===== config.mk =====
export PLATFORM = sky130hd
export DESIGN_NAME = vram_write_scheduler
export DESIGN_NICKNAME = d
export VERILOG_FILES = /design/src/rtl/vram_sched_pkg.sv /design/src/rtl/sync_fifo.sv /design/src/rtl/vram_write_scheduler.sv
export SDC_FILE = /design/constraint.sdc
export NUM_CORES = 1
export LEC_CHECK = 0
export ABC_AREA = 1
export BUFFER_PORTS_ARGS = -buffer_cell sky130_fd_sc_hd__buf_2
export CORE_ASPECT_RATIO = 1.75
export CORE_UTILIZATION = 60
export CTS_CLUSTER_DIAMETER = 50
export DETAILED_ROUTE_END_ITERATION = 10
export HOLD_SLACK_MARGIN = 0.1
export PLACE_DENSITY_LB_ADDON = 0.25
export SYNTH_ARGS = -nofsm -noshare
export SYNTH_HDL_FRONTEND = slang
export SYNTH_SLANG_ARGS = --single-unit

===== constraint.sdc =====
create_clock -name clk -period 3.12 [get_ports clk]
set_input_delay 0.624 -clock clk [delete_from_list [all_inputs] [get_ports clk]]
set_output_delay 0.624 -clock clk [all_outputs]
set_load 0.01 [all_outputs]

===== src/rtl/vram_sched_pkg.sv =====
// Shared types and constants for the VRAM write scheduler: FSM state encoding,
// the blank-character code and the default screen geometry.
package vram_sched_pkg;

  localparam int SCREEN_COLS  = 80;
  localparam int SCREEN_ROWS  = 30;
  localparam int SCREEN_CELLS = SCREEN_COLS * SCREEN_ROWS;

  localparam logic [7:0] CHAR_SPACE = 8'h20;

  typedef enum logic [1:0] {
    ST_IDLE  = 2'd0,
    ST_DRAIN = 2'd1,
    ST_CLEAR = 2'd2
  } state_e;

endpackage


===== src/rtl/sync_fifo.sv =====
// Single-clock FIFO with occupancy count; the read word is presented
// combinationally from the head entry so a pop consumes it in the same cycle.
module sync_fifo #(
  parameter int W     = 20,
  parameter int DEPTH = 8,
  localparam int PTR_W = $clog2(DEPTH),
  localparam int CNT_W = $clog2(DEPTH) + 1
) (
  input  logic             clk,
  input  logic             rst,
  input  logic             push,
  input  logic [W-1:0]     wdata,
  input  logic             pop,
  output logic [W-1:0]     rdata,
  output logic             full,
  output logic             empty,
  output logic [CNT_W-1:0] count
);

  logic [W-1:0]     mem_q [DEPTH];
  logic [PTR_W-1:0] wr_ptr_q, rd_ptr_q;
  logic [CNT_W-1:0] count_q;

  // NOTE: the storage array has no reset; only the pointers and count define
  // which entries are valid, so clearing the data would just cost flops.
  always_ff @(posedge clk) begin
    if (push) mem_q[wr_ptr_q] <= wdata;
  end

  // NOTE: all sequential state uses non-blocking assignments so every
  // register samples pre-edge values regardless of statement order.
  always_ff @(posedge clk) begin
    if (rst) begin
      wr_ptr_q <= '0;
      rd_ptr_q <= '0;
      count_q  <= '0;
    end else begin
      if (push) wr_ptr_q <= wr_ptr_q + 1'b1;
      if (pop)  rd_ptr_q <= rd_ptr_q + 1'b1;
      count_q <= count_q + CNT_W'(push) - CNT_W'(pop);
    end
  end

  assign rdata = mem_q[rd_ptr_q];
  assign full  = (count_q == CNT_W'(DEPTH));
  assign empty = (count_q == '0);
  assign count = count_q;

endmodule


===== src/rtl/vram_write_scheduler.sv =====
// Arbitrates the single-port char memory: scanout reads in active video, queued host
// writes drain during blanking. Optional screen clear is built with VRAM_SCHED_CLEAR_EN.
module vram_write_scheduler import vram_sched_pkg::*; #(
  parameter int COLS       = SCREEN_COLS,
  parameter int ROWS       = SCREEN_ROWS,
  parameter int ADDR_W     = 12,
  parameter int DATA_W     = 8,
  parameter int FIFO_DEPTH = 8
) (
  input  logic              clk,
  input  logic              rst,
  input  logic              blank,
  input  logic [ADDR_W-1:0] scan_addr,
  input  logic              host_valid,
  output logic              host_ready,
  input  logic [ADDR_W-1:0] host_addr,
  input  logic [DATA_W-1:0] host_data,
  input  logic              clr_req,
  output logic [ADDR_W-1:0] mem_addr,
  output logic              mem_we,
  output logic [DATA_W-1:0] mem_wdata,
  output logic              busy,
  output logic              addr_err
);

  localparam int CELLS = COLS * ROWS;
  localparam int FW    = ADDR_W + DATA_W;
  localparam int CNT_W = $clog2(FIFO_DEPTH) + 1;

  state_e            state_q, state_d;
  logic [ADDR_W-1:0] mem_addr_q, mem_addr_d;
  logic [DATA_W-1:0] mem_wdata_q, mem_wdata_d;
  logic              mem_we_q, mem_we_d;
  logic              addr_err_q, addr_err_d;
  logic              ready_q, ready_d;
  logic              busy_q, busy_d;

  logic              accept, in_range, push, pop;
  logic              fifo_full, fifo_empty;
  logic [FW-1:0]     fifo_rdata;
  logic [CNT_W-1:0]  fifo_count, count_next;

`ifdef VRAM_SCHED_CLEAR_EN
  logic [ADDR_W-1:0] clr_ptr_q, clr_ptr_d;
`else
  logic unused_clr_req;
  assign unused_clr_req = clr_req;
`endif

  assign accept   = host_valid && ready_q;
  assign in_range = (host_addr < ADDR_W'(CELLS));
  assign push     = accept && in_range;

  sync_fifo #(.W(FW), .DEPTH(FIFO_DEPTH)) u_fifo (
    .clk   (clk),
    .rst   (rst),
    .push  (push),
    .wdata ({host_addr, host_data}),
    .pop   (pop),
    .rdata (fifo_rdata),
    .full  (fifo_full),
    .empty (fifo_empty),
    .count (fifo_count)
  );

  // NOTE: every signal written here gets a default first, so no path can
  // leave it unassigned and infer a latch.
  always_comb begin
    state_d     = state_q;
    mem_addr_d  = scan_addr;
    mem_we_d    = 1'b0;
    mem_wdata_d = mem_wdata_q;
    pop         = 1'b0;
`ifdef VRAM_SCHED_CLEAR_EN
    clr_ptr_d   = clr_ptr_q;
`endif
    unique case (state_q)
      ST_IDLE: begin
`ifdef VRAM_SCHED_CLEAR_EN
        if (clr_req) begin
          state_d   = ST_CLEAR;
          clr_ptr_d = '0;
        end else
`endif
        if (blank && !fifo_empty) state_d = ST_DRAIN;
      end
      ST_DRAIN: begin
        if (blank && !fifo_empty) begin
          pop         = 1'b1;
          mem_we_d    = 1'b1;
          mem_addr_d  = fifo_rdata[FW-1:DATA_W];
          mem_wdata_d = fifo_rdata[DATA_W-1:0];
          // Leave once this pop empties the queue and nothing new arrived.
          if (fifo_count == CNT_W'(1) && !push) state_d = ST_IDLE;
        end else begin
          state_d = ST_IDLE;
        end
      end
`ifdef VRAM_SCHED_CLEAR_EN
      ST_CLEAR: begin
        if (clr_req) begin
          clr_ptr_d = '0;
        end else if (blank) begin
          mem_we_d    = 1'b1;
          mem_addr_d  = clr_ptr_q;
          mem_wdata_d = DATA_W'(CHAR_SPACE);
          if (clr_ptr_q == ADDR_W'(CELLS - 1)) state_d = ST_IDLE;
          else clr_ptr_d = clr_ptr_q + 1'b1;
        end
      end
`endif
      default: state_d = ST_IDLE;
    endcase
  end

  assign count_next = fifo_count + CNT_W'(push) - CNT_W'(pop);
  assign ready_d    = (count_next != CNT_W'(FIFO_DEPTH));
  assign busy_d     = (count_next != '0) || (state_d == ST_CLEAR);
  assign addr_err_d = addr_err_q || (accept && !in_range);

  always_ff @(posedge clk) begin
    if (rst) begin
`ifdef VRAM_SCHED_CLEAR_EN
      state_q   <= ST_CLEAR;
      clr_ptr_q <= '0;
`else
      state_q   <= ST_IDLE;
`endif
      mem_addr_q  <= '0;
      mem_wdata_q <= '0;
      mem_we_q    <= 1'b0;
      addr_err_q  <= 1'b0;
      ready_q     <= 1'b0;
      busy_q      <= 1'b0;
    end else begin
      state_q     <= state_d;
`ifdef VRAM_SCHED_CLEAR_EN
      clr_ptr_q   <= clr_ptr_d;
`endif
      mem_addr_q  <= mem_addr_d;
      mem_wdata_q <= mem_wdata_d;
      mem_we_q    <= mem_we_d;
      addr_err_q  <= addr_err_d;
      ready_q     <= ready_d;
      busy_q      <= busy_d;
    end
  end

  assign host_ready = ready_q;
  assign mem_addr   = mem_addr_q;
  assign mem_we     = mem_we_q;
  assign mem_wdata  = mem_wdata_q;
  assign busy       = busy_q;
  assign addr_err   = addr_err_q;

endmodule


# Word level (Yosys, flattened, before mapping)
# Memory sizes are Yosys's and may differ from the RTL's. A register that Yosys moved wholly into a read port is not among the register bits.
# Index checks and enable logic that the tools add are counted.
totals:
  output_inout_bits: 24
  ff_bits: 36
  in_bits: 37
  mem_bits_rw: 160
  memories: 1
classes:
  n_eq_ne: 4
  n_addsub: 4
  reduce_logical: 14
  n_lt_le_gt_ge: 1
  n_mux: 12
mem_list:
  columns: ["memory", "depth", "width", "read_ports", "rd_ports_with_merged_regs", "wr", "line_no", "rtl"]
  rows:
  - ["u_fifo.mem_q", 8, 20, 1, 1, 1, "sync_fifo.sv:20", "logic [W-1:0] mem_q [DEPTH];"]
ops:
  columns: ["operator", "n"]
  rows:
  - ["12-bit 2-to-1 mux", 2]
  - ["12-bit < comparator, second input constant", 1]
  - ["3-bit by 1-bit adder with 3-bit output, second input constant", 2]
  - ["2-bit 2-to-1 mux", 3]
  - ["3-bit 2-to-1 mux", 2]
  - ["1-bit logical AND", 5]
  - ["4-bit by 1-bit adder with 4-bit output", 1]
  - ["4-bit by 1-bit == test with 1-bit output, second input constant", 1]
  - ["4-bit zero test", 1]
  - ["1-bit 2-to-1 mux", 4]
  - ["4-bit inequality test, second input constant", 1]
  - ["2-bit case mux with 2 select lines", 1]
  - ["4-bit nonzero test", 1]
  - ["4-bit by 1-bit subtractor with 4-bit output", 1]
  - ["1-bit zero test", 3]
  - ["2-bit by 1-bit == test with 1-bit output, second input constant", 1]
  - ["2-bit == test, second input constant", 1]
  - ["2-bit zero test", 1]
  - ["1-bit logical OR", 2]
  - ["2-bit AND reduction", 1]

# Depth between registers and ports, before layout
# Gate-level depths: netlist of the first run.
depth:
  word_depth: 9
  mapped_depth: 16
  mapped_depth_nobuf: 15

# Cells and area by module
# From an unflattened synthesis of the first run, not the netlist that was laid out.
unflattened:
  cells_unflattened: 927
  area_unflattened_um2: 8760.9
by_module_without_submodules:
  columns: ["mod", "seq_area_each_um2", "cells_per_inst", "area_per_inst_um2", "n_inst"]
  rows:
  - ["sync_fifo", 5064.9, 773, 7599.8, 1]
  - ["vram_write_scheduler", 520.5, 154, 1161.1, 1]

# Least setup slack after synthesis of the first run
# No wires, ideal clock.
synth_timing:
  kind: "input to register"
  startpoint: "input host_addr[5]"
  endpoint: "memory u_fifo.mem_q[0][0], enable pin"
  slack_ns: 0.634
  t_arrival_ns: 2.089
  setup_ns: 0.397
  required_ns: 2.723
  cell_stages: 6
  cell_sequence: "a21o_1 -> nand3_1 -> nand3_1 -> inv_1 -> nand2_1 -> nor2_1"
synth_via:
  elab_chain_len: 4
synth_rtl:
  columns: ["element", "line_no", "rtl"]
  rows:
  - ["start: declaration", "vram_write_scheduler.sv:16", "input logic [ADDR_W-1:0] host_addr,"]
  - ["12-bit < comparator", "vram_write_scheduler.sv:51", "assign in_range = (host_addr < ADDR_W'(CELLS));"]
  - ["1-bit logical AND", "vram_write_scheduler.sv:52", "assign push = accept && in_range;"]
  - ["via push", "vram_write_scheduler.sv:38", "logic accept, in_range, push, pop;"]
  - ["1-bit 2-to-1 mux", "sync_fifo.sv:27", "if (push) mem_q[wr_ptr_q] <= wdata;"]
  - ["1-bit 2-to-1 mux (not written as such)", "sync_fifo.sv:27", null]
  - ["end: declaration", "sync_fifo.sv:20", null]
# The timed path passes the listed nets, and every way through them passes these cells.

# Worst setup path after layout of the first run
layout_timing:
  startpoint: "register u_fifo.count_q[2] (netlist: u_fifo.count[2])"
  endpoint: "register ready_q (netlist: host_ready)"
layout_via:
  elab_chain_len: 7
  elab_cells_between_ends: 8
layout_rtl:
  columns: ["element", "line_no", "rtl"]
  rows:
  - ["start: declaration", "sync_fifo.sv:22", "logic [CNT_W-1:0] count_q;"]
  - ["start signal: assignment", "sync_fifo.sv:40", "count_q <= count_q + CNT_W'(push) - CNT_W'(pop);"]
  - ["4-bit zero test", "sync_fifo.sv:46", "assign empty = (count_q == '0);"]
  - ["1-bit zero test", "vram_write_scheduler.sv:88", "if (blank && !fifo_empty) begin"]
  - ["1-bit logical AND", "vram_write_scheduler.sv:88", null]
  - ["1-bit 2-to-1 mux", "vram_write_scheduler.sv:88", null]
  - ["1-bit 2-to-1 mux", "vram_write_scheduler.sv:77", "unique case (state_q)"]
  - ["4-bit by 1-bit subtractor with 4-bit output *", "vram_write_scheduler.sv:116", "assign count_next = fifo_count + CNT_W'(push) - CNT_W'(pop);"]
  - ["4-bit inequality test *", "vram_write_scheduler.sv:117", "assign ready_d = (count_next != CNT_W'(FIFO_DEPTH));"]
  - ["end signal: assignment", "vram_write_scheduler.sv:144", "ready_q <= ready_d;"]
  - ["end: declaration", "vram_write_scheduler.sv:35", "logic ready_q, ready_d;"]
# Every way passes the cells marked *; elsewhere a longest branch is shown, timed or not.
# A chain may end at the register's enable or synchronous reset.

==> results of run 1 <==
==> worst min-delay path, delay by kind of cell <==
kind | cells | cell delay (ns)
AND/OR/NAND/NOR | 1 | 0.05
buffers and inverters | 1 | 0.09
AO/OA/AOI/OAI | 1 | 0.06
==> final timing paths <==
path                                                  from                        end  slack (ns)  cells after the start
worst max-delay path            u_fifo.count[2]$_SDFF_PP0_      host_ready$_SDFF_PP0_        0.77                     15
worst min-delay path                          scan_addr[4]     mem_addr[4]$_SDFF_PP0_        0.45                      3
worst max register to register  u_fifo.count[2]$_SDFF_PP0_      host_ready$_SDFF_PP0_        0.77                     15
worst min register to register   mem_wdata[5]$_SDFFE_PP0N_  mem_wdata[5]$_SDFFE_PP0N_        0.46                      2
==> routing by layer <==
metal	wire [um]	global-route usage, %	share of wire, %
met5	0	0	0
met4	550	12.70	3.0
met3	1107	4.755	6.0
met2	9765	46.79	53
met1	7051	32.09	38
==> report_power, final <==
group          switching (mW)  internal (mW)  total, mW
sequential             0.0202           2.92       2.94
combinational           0.178         0.0901      0.268
clock                   0.947           1.35       2.30
total                    1.15           4.36       5.51
==> layout make-up <==
| cell class | instances | area [um2] | area share (%) |
|---|---|---|---|
| Tap cell | 174 | 217.7 | 2.320 |
| Timing Repair Buffer | 74 | 407.9 | 4.347 |
| Clock buffer | 18 | 429.2 | 4.574 |
| Sequential cell | 199 | 5587 | 59.54 |
| Multi-Input combinational cell | 441 | 1993 | 21.24 |
| Clock inverter | 14 | 193.9 | 2.067 |
| Inverter | 147 | 554.3 | 5.907 |
==> synth_stat cells (all sizes together), types with 2 or more instances <==
cell type	n	area [um2]
nand2	241	907.1
buf	32	181.4
clkbuf	5	18.77
ha	7	87.58
nand3	129	650.6
dfxtp	39	780.8
edfxtp	160	4805
nand4	3	25.02
nor2	26	105.1
inv	146	550.5
a21oi	26	130.1
o21ai	4	20.01
a21o	2	15.01
==> flip-flops by register name, indices dropped and copies added, names as in the netlist, named ones only <==
signal / flops
u_fifo.wr_ptr_q: 3
addr_err: 1
busy: 1
mem_we: 1
u_fifo.mem_q: 160
state_q: 2
host_ready: 1
mem_wdata: 8
u_fifo.rd_ptr_q: 3
u_fifo.count: 4
mem_addr: 12
==> logic make-up (layout without fill, tap and decap cells) <==
family,Yosys count,count (layout),share of synthesized area (%)
compound gates,32,32,1.987
xor+xnor,1,1,0.1054
fa+ha+maj,8,8,1.294
buf+inv,184,253,9.076
flops,199,199,67.19
other cells,1,1,0.04511
simple gates,399,399,20.30
==> through the flow <==
| stage | power, mW | instance area (um2) | hold WS (ns) | utilization, % |
|---|---|---|---|---|
| 6_report | 5.505 | 9383 | 0.4505 | 69.75 |
| 5_1_grt | 5.662 | 9383 | 0.4411 | 69.75 |
| 3_5_place_dp | 3.264 | 8760 | 0.4536 | 65.11 |
| 3_3_place_gp | 3.246 | 8760 | 0.4441 | 65.11 |
| 2_1_floorplan | 3.147 | 8313 | 0.4331 | - |
| 4_1_cts | 5.518 | 9383 | 0.4405 | 69.75 |
==> metrics.txt, run 1 <==
worst-case clock buffer depth=2; root buf cell=clkbuf_16; Sink Count=199; CTS buffer count=17; vias in the first global route=5706; Core ar.=13450 um2; crit path max fanout=3; Initial Util=61.79%; initial antenna violation count=0; worst vdd ir=0.4343 mV; critical-path cell with the highest stage delay=fa_1; sequential fraction of the synthesis area=67.19%; final wirelength=18470 um; wire length per cell=17.31 um; remaining antenna violation count after routing=0; Clock transition at path regs=0.07 ns; detailed-route DRC error count=0; post-route clock period utilization=75.40%; RSZ-0062 raised after global routing=no; # hold bufs at CTS=0; Skew-Pair Late Insertion Delay=0.42 ns; count of cells resized by post-cts repair=0; pwr/cell area=586.7 nW/um2; first-pass GRT wire length=28540 um; GRT Overall Usage=26.74%; initial DRC count=522; Cell Count, Final, Fillers Out=1067; Hold/Removal Path Class=input port to flop; number of synthesized register bits=199; layout cell share with drive strength beyond 1=13.44%; Maximum Capacitance Violations=0; final setup skew=0.01094 ns; Worst setup SP type=flop; Overflow after GRT=0; Synth-to-Final Area Change=12.87%; Via density=5.480; Post-Syn Nets=869; outcome=finished, final reports clean; GPL Wtd Cong=0.7657; Tightest Pin Transition=1.005 ns; post-CTS setup buffers=0; Setup WS post-layout=0.7675 ns; Synth cell types=27; fillers=973; Worst Path Buf+Inv=4; Ys Warns=0; IO buf count=59; EDFF count, synth=160; cell count after synthesis=824; Slew Limit Fails=0; Rows=56; Synth async-reset ratio=0%; die area=14350 um2; Vias=5847; critical path arrival=2.68 ns; CTS tree=built; Die X=90.98 um; worst path cell trace=inv_1 -> ha_1 -> nand3_2 -> nand2_2 -> nor2_4 -> ha_1 -> inv_1 -> ha_1 -> inv_1 -> fa_1 -> nand2_1 -> nor2_1 -> nand3_1 -> nand2_1 -> inv_1; Tmin final=2.353 ns; setup TNS=0 ns; # setup viols final=0; f_max=425.1 MHz; commonest non-fill, non-tap cell in the layout=nand2_1; Data required, critical path=3.45 ns; largest net degree at the start of global routing=81; Inst Count DP=1035; Synth Area per Inst=10.09 um2; worst relative slew slack=32.90%; Setup WS pre-CTS=0.4373 ns; TritonRoute pass-1 iters=6; Nets=925; final hold vios=0; n_diodes=0; Lkg Pwr=4.100 nW; dpl hpwl=10240 um; Syn Std Cell Area=8313 um2; Die Y-Extent=157.7 um; Critical Path Most Common Cell=inv_1; Top delay family on crit path=adder cells; Synth Flop Type=edfxtp_1; number of I/O pins=61; crit end category=flop; Max stage delay on crit path=0.50 ns; CP Class=flop to flop; H-tree depth=4; commonest non-fill, non-tap cells in the layout=240 x nand2_1, 160 x edfxtp_1, 144 x inv_1, 128 x nand3_1, 59 x buf_2
No activity file was read; power rests on OpenSTA's default activity.
==> inputs of run 2 (changes only) <==
--- a/config.mk
+++ b/config.mk
@@ -5,10 +5,10 @@
 export SDC_FILE = /design/constraint.sdc
 export NUM_CORES = 1
 export LEC_CHECK = 0
-export ABC_AREA = 1
+export ABC_AREA = 0
 export BUFFER_PORTS_ARGS = -buffer_cell sky130_fd_sc_hd__buf_2
 export CORE_ASPECT_RATIO = 1.75
-export CORE_UTILIZATION = 60
+export CORE_UTILIZATION = 59
 export CTS_CLUSTER_DIAMETER = 50
 export DETAILED_ROUTE_END_ITERATION = 10
 export HOLD_SLACK_MARGIN = 0.1
==> constraint.sdc (replaced) <==
create_clock -name clk -period 2.2 [get_ports clk]
set_input_delay 0.44 -clock clk [delete_from_list [all_inputs] [get_ports clk]]
set_output_delay 0.44 -clock clk [all_outputs]
set_load 0.01 [all_outputs]
==> run 2 against run 1 <==
Compared with the run above:
- the run now ends with setup timing left
- largest cell class unchanged
- die area decreased by 8.9%
- power increased by 39%
- largest power group unchanged
- clock-buffer cell count unchanged
==> metrics.txt, run 2 <==
outcome=complete, but fails checks; failing checks=setup timing; remaining antenna violation count after routing=0; vias in the first global route=4114; setup TNS=-0.4995 ns; Post-synth top cells=160 x edfxtp_1, 39 x dfxtp_1, 36 x mux4_2; TritonRoute pass-1 iters=5; Slew Limit Fails=0; CTS buffer count=17; Synth cell types=35; worst-case clock buffer depth=2; Inst Count DP=637; Worst Path Buf+Inv=3; Setup WS post-layout=-0.1991 ns; Max stage delay on crit path=0.53 ns; Clock transition at path regs=0.07 ns; Skew-Pair Late Insertion Delay=0.43 ns; final hold vios=0; Die X=86.86 um; Critical Path Most Common Cell=ha_4; IO buf count=59; pwr/cell area=852.2 nW/um2; critical-path cell with the highest stage delay=fa_2; GPL Wtd Cong=0.7642; Synth Area per Inst=18.87 um2; largest net degree at the start of global routing=41; first-pass GRT wire length=22400 um; worst path cell trace=inv_2 -> ha_4 -> or3b_4 -> and2_4 -> ha_4 -> inv_4 -> ha_4 -> inv_2 -> fa_2 -> and3b_1 -> a21oi_1; hold_sp=blank; dpl hpwl=8755 um; Via density=5.890; hold worst-path end=state_q[0]$_SDFF_PP0_; Top delay family on crit path=adder cells; P_sw=1.682 mW; sequential fraction of the synthesis area=75.13%; Synth top area share=64.62%; Tmin final=2.399 ns; cell count after synthesis=394; Synth Flop Type=edfxtp_1; detailed-route DRC error count=0; Post-Syn Nets=439; Synth-to-Final Area Change=20.55%; number of synthesized register bits=199; Design Power=7.638 mW; Vias=3958; root buf cell=clkbuf_16; worst vdd ir=0.6737 mV; layout cell share with drive strength beyond 1=37.87%; Sink Count=199; critical path arrival=2.69 ns; number of I/O pins=61; commonest non-fill, non-tap cells in the layout=160 x edfxtp_1, 59 x buf_2, 37 x dfxtp_1, 36 x mux4_2, 31 x nor2_1; Reg area=5588 um2; Largest register FFs=160; Switching Share=22.03%; Largest Register=u_fifo.mem_q; Die Y-Extent=150.5 um; Clock Power Share=40.0%; EDFF count, synth=160; WHS=0.2557 ns; Synth area leaders=edfxtp_1 65%, mux4_2 11%, dfxtp_1 11%; Nets=539; Lkg Pwr=3.056 nW; Crit Reg-Reg Endpoint=busy$_SDFF_PP0_; GRT Overall Usage=24.92%; Rows=53; CTS tree=built; Worst setup SP type=flop; Multi-input gate area=1783 um2; reg-to-reg critical path startpoint=u_fifo.count[2]$_SDFF_PP0_; Data required, critical path=2.50 ns; CP Class=flop to flop; Worst Reg-to-Reg Cells=11; initial DRC count=308; final wirelength=14700 um; H-tree depth=4; Setup WS pre-CTS=-0.2704 ns; sequential share of power=54.5%; # hold bufs at CTS=0; Cell Count, Final, Fillers Out=672; commonest non-fill, non-tap cell in the layout=edfxtp_1; crit path max fanout=2; wire length per cell=21.87 um; Overflow after GRT=0; crit end category=flop; Ys Warns=0; Hold/Removal Path Class=input port to flop; die area=13070 um2; Syn Std Cell Area=7435 um2; # setup viols final=5; Core ar.=12140 um2; final setup skew=0.009730 ns; fillers=745; P_int=5.955 mW; power share of the combinational group=5.5%; post-route clock period utilization=109.1%; RSZ-0062 raised after global routing=yes; n_diodes=0; cell with the most instances after synthesis=edfxtp_1; f_max=416.8 MHz; Synth async-reset ratio=0%; initial antenna violation count=0; Hold Path Stages=3; top cell type by total area after synthesis=edfxtp_1; Initial Util=61.26%; Maximum Capacitance Violations=0; R2R Setup Slk=-0.20 ns
==> run 2: cell count changes after synthesis, moves of 3 or more <==
cell	change
buf_4	+4
a21oi_1	-21
mux4_1	+4
o22ai_1	+20
nor3_1	+24
nor2_1	+10
nand2_1	-237
inv_1	-134
mux4_2	+36
buf_2	-22
nand3_1	-125
xor2_1	+3
==> run 2: cell type report <==
| type | instances | share of cell area (%) |
|---|---|---|
| sequential | 199 | 62.35 |
| multi-input combinational | 165 | 19.89 |
| timing repair buffer | 101 | 8.488 |
| clock buffer | 18 | 4.788 |
| tap | 165 | 2.304 |
| clock inverter | 14 | 1.731 |
| inverter | 10 | 0.4467 |
==> run 2: per-stage QoR <==
stage,utilization [%],area (um2)
CTS,73.75,8950
floorplan,-,7536
finish,73.85,8962
global route,73.85,8962
global placement,68.66,8332
detailed placement,68.66,8332
==> run 2: layer usage <==
metal / up-vias / global-route usage [%] / wire (um)
met3: 20 / 4.605 / 645
met1: 2047 / 29.05 / 5407
li1: 1765 / - / -
met2: 126 / 43.74 / 8381
met5: - / 0 / 0
met4: 0 / 12.33 / 263
==> run 2: worst register-to-register path, cell delays in order (launching register included) <==
cell     delay, ns
dfxtp_2       0.32
inv_2         0.07
ha_4          0.13
or3b_4        0.37
and2_4        0.16
ha_4          0.22
inv_4         0.05
ha_4          0.12
inv_2         0.03
fa_2          0.53
and3b_1       0.20
a21oi_1       0.07
==> run 2: kinds of logic after synthesis <==
family          synth area share (%)
compound gates                 2.676
xor+xnor                      0.7070
fa+ha+maj                      1.447
buf+inv                        2.592
flops                          75.13
mux                            12.59
other cells                  0.05044
simple gates                   4.813
==> run 2: what timing repair did <==
action / in CTS / in global routing
resized for setup: 4 / 2
setup endpoints to repair: 5 / 5
pin swaps: 5 / 1
buffers inserted: 2 / 1
==> run 2: worst max path at each step <==
stage / start / end / slack (ns) / cells past startpoint
floorplan: u_fifo.count[2]$_SDFF_PP0_ / busy$_SDFF_PP0_ / -0.37 / 14
detailed placement: u_fifo.count[2]$_SDFF_PP0_ / host_ready$_SDFF_PP0_ / -0.27 / 12
finish: u_fifo.count[2]$_SDFF_PP0_ / busy$_SDFF_PP0_ / -0.20 / 11
global route: u_fifo.count[2]$_SDFF_PP0_ / host_ready$_SDFF_PP0_ / -0.25 / 11
global placement: u_fifo.count[2]$_SDFF_PP0_ / host_ready$_SDFF_PP0_ / -0.18 / 12
CTS: u_fifo.count[2]$_SDFF_PP0_ / host_ready$_SDFF_PP0_ / -0.20 / 11
==> run 2: power by group through the flow <==
stage | Combinational [mW] | Clock (mW) | Sequential, mW
floorplan | 0.187 | 0 | 4.26
global placement | 0.373 | 0 | 4.24
detailed placement | 0.392 | 0 | 4.25
CTS | 0.417 | 3.08 | 4.16
global route | 0.458 | 3.24 | 4.17
finish | 0.420 | 3.05 | 4.16
==> inputs of run 3 (changes only) <==
--- a/config.mk
+++ b/config.mk
@@ -12,7 +12,9 @@
 export CTS_CLUSTER_DIAMETER = 50
 export DETAILED_ROUTE_END_ITERATION = 10
 export HOLD_SLACK_MARGIN = 0.1
+export MAX_ROUTING_LAYER = met4
 export PLACE_DENSITY_LB_ADDON = 0.25
 export SYNTH_ARGS = -nofsm -noshare
 export SYNTH_HDL_FRONTEND = slang
+export SYNTH_HIERARCHICAL = 1
 export SYNTH_SLANG_ARGS = --single-unit
==> run 3 against run 2 <==
Compared with the run above:
- the flow still finishes with violations (setup timing)
- non-clock buffer count is 17 higher
- die area rose by 5.6%
- clock skew about the same
- synthesized cell count increased by 9.4%
- fmax is 11% lower
- first-iteration DRC count shrank 19%
- highest routed layer unchanged
- routed wire length increased by 11%
- combinational power grew 24%
- critical path type unchanged
- hold slack got worse by 0.0085 ns
- power increased by 2.8%
==> metrics.txt, run 3 <==
outcome=complete, but fails checks; failing checks=setup timing; crit end category=flop; gr busiest metal=met2; Clock transition at path regs=0.07 ns; worst-case clock buffer depth=2; wire length per cell=22.31 um; Rows=55; met3 usage=4.909%; Tmin final=2.695 ns; f_max=371.0 MHz; remaining antenna violation count after routing=0; commonest non-fill, non-tap cell in the layout=edfxtp_1; Top delay family on crit path=adder cells; Die Y-Extent=154.7 um; Ys Warns=6; Overflow after GRT=0; crit path max fanout=2; critical path arrival=3.01 ns; Max stage delay on crit path=0.51 ns; setup TNS=-1.080 ns; vias in the first global route=4497; met2 usage=45.07%; GRT Overall Usage=26.63%; detailed-route DRC error count=0; final setup skew=0.01008 ns; pwr/cell area=815.8 nW/um2; Syn Std Cell Area=7863 um2; root buf cell=clkbuf_16; cell count after synthesis=431; Initial Util=60.77%; Slew Limit Fails=0; Synth-to-Final Area Change=22.34%; GPL Wtd Cong=0.7471; RSZ-0062 raised after global routing=yes; initial DRC count=249; dpl hpwl=10270 um; met1 GRT Util=30.41%; Post-Syn Nets=482; # hold bufs at CTS=0; final wirelength=16380 um; Worst Path Buf+Inv=4; Maximum Capacitance Violations=0; Hold/Removal Path Class=input port to flop; worst vdd ir=0.7444 mV; post-route clock period utilization=122.5%; Setup WS post-layout=-0.4954 ns; TritonRoute pass-1 iters=4; Worst setup SP type=flop; Largest Register=u_fifo/mem_q; CTS tree=built; Vias=4263; Design Power=7.848 mW; initial antenna violation count=0; critical-path cell with the highest stage delay=fa_1; worst path cell trace=inv_2 -> ha_4 -> and3_4 -> nand4bb_4 -> inv_4 -> ha_4 -> inv_2 -> ha_4 -> inv_2 -> fa_1 -> or3b_4 -> o311a_1; layout cell share with drive strength beyond 1=35.52%; CP Class=flop to flop; commonest non-fill, non-tap cells in the layout=160 x edfxtp_1, 59 x buf_2, 50 x buf_4, 46 x nand2_1, 40 x mux4_1; Nets=601; Lkg Pwr=3.401 nW; first-pass GRT wire length=24430 um; Sink Count=199; Die X=89.27 um; Reg area=5593 um2; fillers=794; n_diodes=0; Synth Area per Inst=18.24 um2; Largest register FFs=160; final hold vios=0; Core ar.=12940 um2; H-tree depth=4; Skew-Pair Late Insertion Delay=0.43 ns; largest net degree at the start of global routing=25; # setup viols final=4; CTS buffer count=17; die area=13810 um2; IO buf count=59; Multi-input gate area=2285 um2; number of I/O pins=61; Data required, critical path=2.51 ns; Via density=5.808
[run 3: repair_timing]
action / in CTS / in global routing
pin swaps: 8 / 4
gates cloned: 1 / 0
setup endpoints to repair: 5 / 5
resized for setup: 13 / 1
setup buffers: 5 / 2
[run 3: report_power, final]
part | total [mW] | switching [mW] | leakage (nW) | internal (mW)
Sequential | 4.17 | 0.0322 | 1.76 | 4.13
Clock | 3.16 | 1.35 | 0.288 | 1.81
Combinational | 0.520 | 0.262 | 1.35 | 0.258
Total | 7.85 | 1.65 | 3.40 | 6.20
[run 3: final timing paths]
kind	start	to	slack, ns	cells past startpoint
max reg2reg	u_fifo/count[2]$_SDFF_PP0_	host_ready$_SDFF_PP0_	-0.50	12
min reg2reg	mem_wdata[1]$_SDFFE_PP0P_	mem_wdata[1]$_SDFFE_PP0P_	0.46	2
max	u_fifo/count[2]$_SDFF_PP0_	host_ready$_SDFF_PP0_	-0.50	12
min	scan_addr[10]	mem_addr[10]$_SDFF_PP0_	0.25	3
[run 3: final cells by class]
| cell class | count | share of cell area (%) |
|---|---|---|
| Clock buffer | 19 | 4.501 |
| Clock inverter | 13 | 1.756 |
| Inverter | 16 | 0.6504 |
| Multi-Input combinational cell | 198 | 23.75 |
| Sequential cell | 199 | 58.14 |
| Tap cell | 171 | 2.224 |
| Timing Repair Buffer | 118 | 8.975 |
[run 3: routing by layer]
metal,up-vias,share of wire [%]
li1,1937,-
met1,2177,39
met2,122,55
met3,27,3.6
met4,0,2.3
met5,-,0
[run 3: per-stage QoR]
step | cells | area, um2 | utilization (%) | hold WS, ns | worst slack, ns
2_1_floorplan | 431 | 7994 | - | 0.4524 | -0.5922
6_report | 734 | 9619 | 74.35 | 0.2471 | -0.4954
3_3_place_gp | 695 | 8870 | 68.56 | 0.4410 | -0.6128
4_1_cts | 733 | 9612 | 74.29 | 0.2308 | -0.5065
5_1_grt | 734 | 9619 | 74.35 | 0.2361 | -0.5588
3_5_place_dp | 695 | 8870 | 68.56 | 0.4581 | -0.6805
[run 3: tightest hold or removal path: stages]
cell     delay, ns
buf_2         0.10
nand2_1       0.05
a21oi_1       0.05
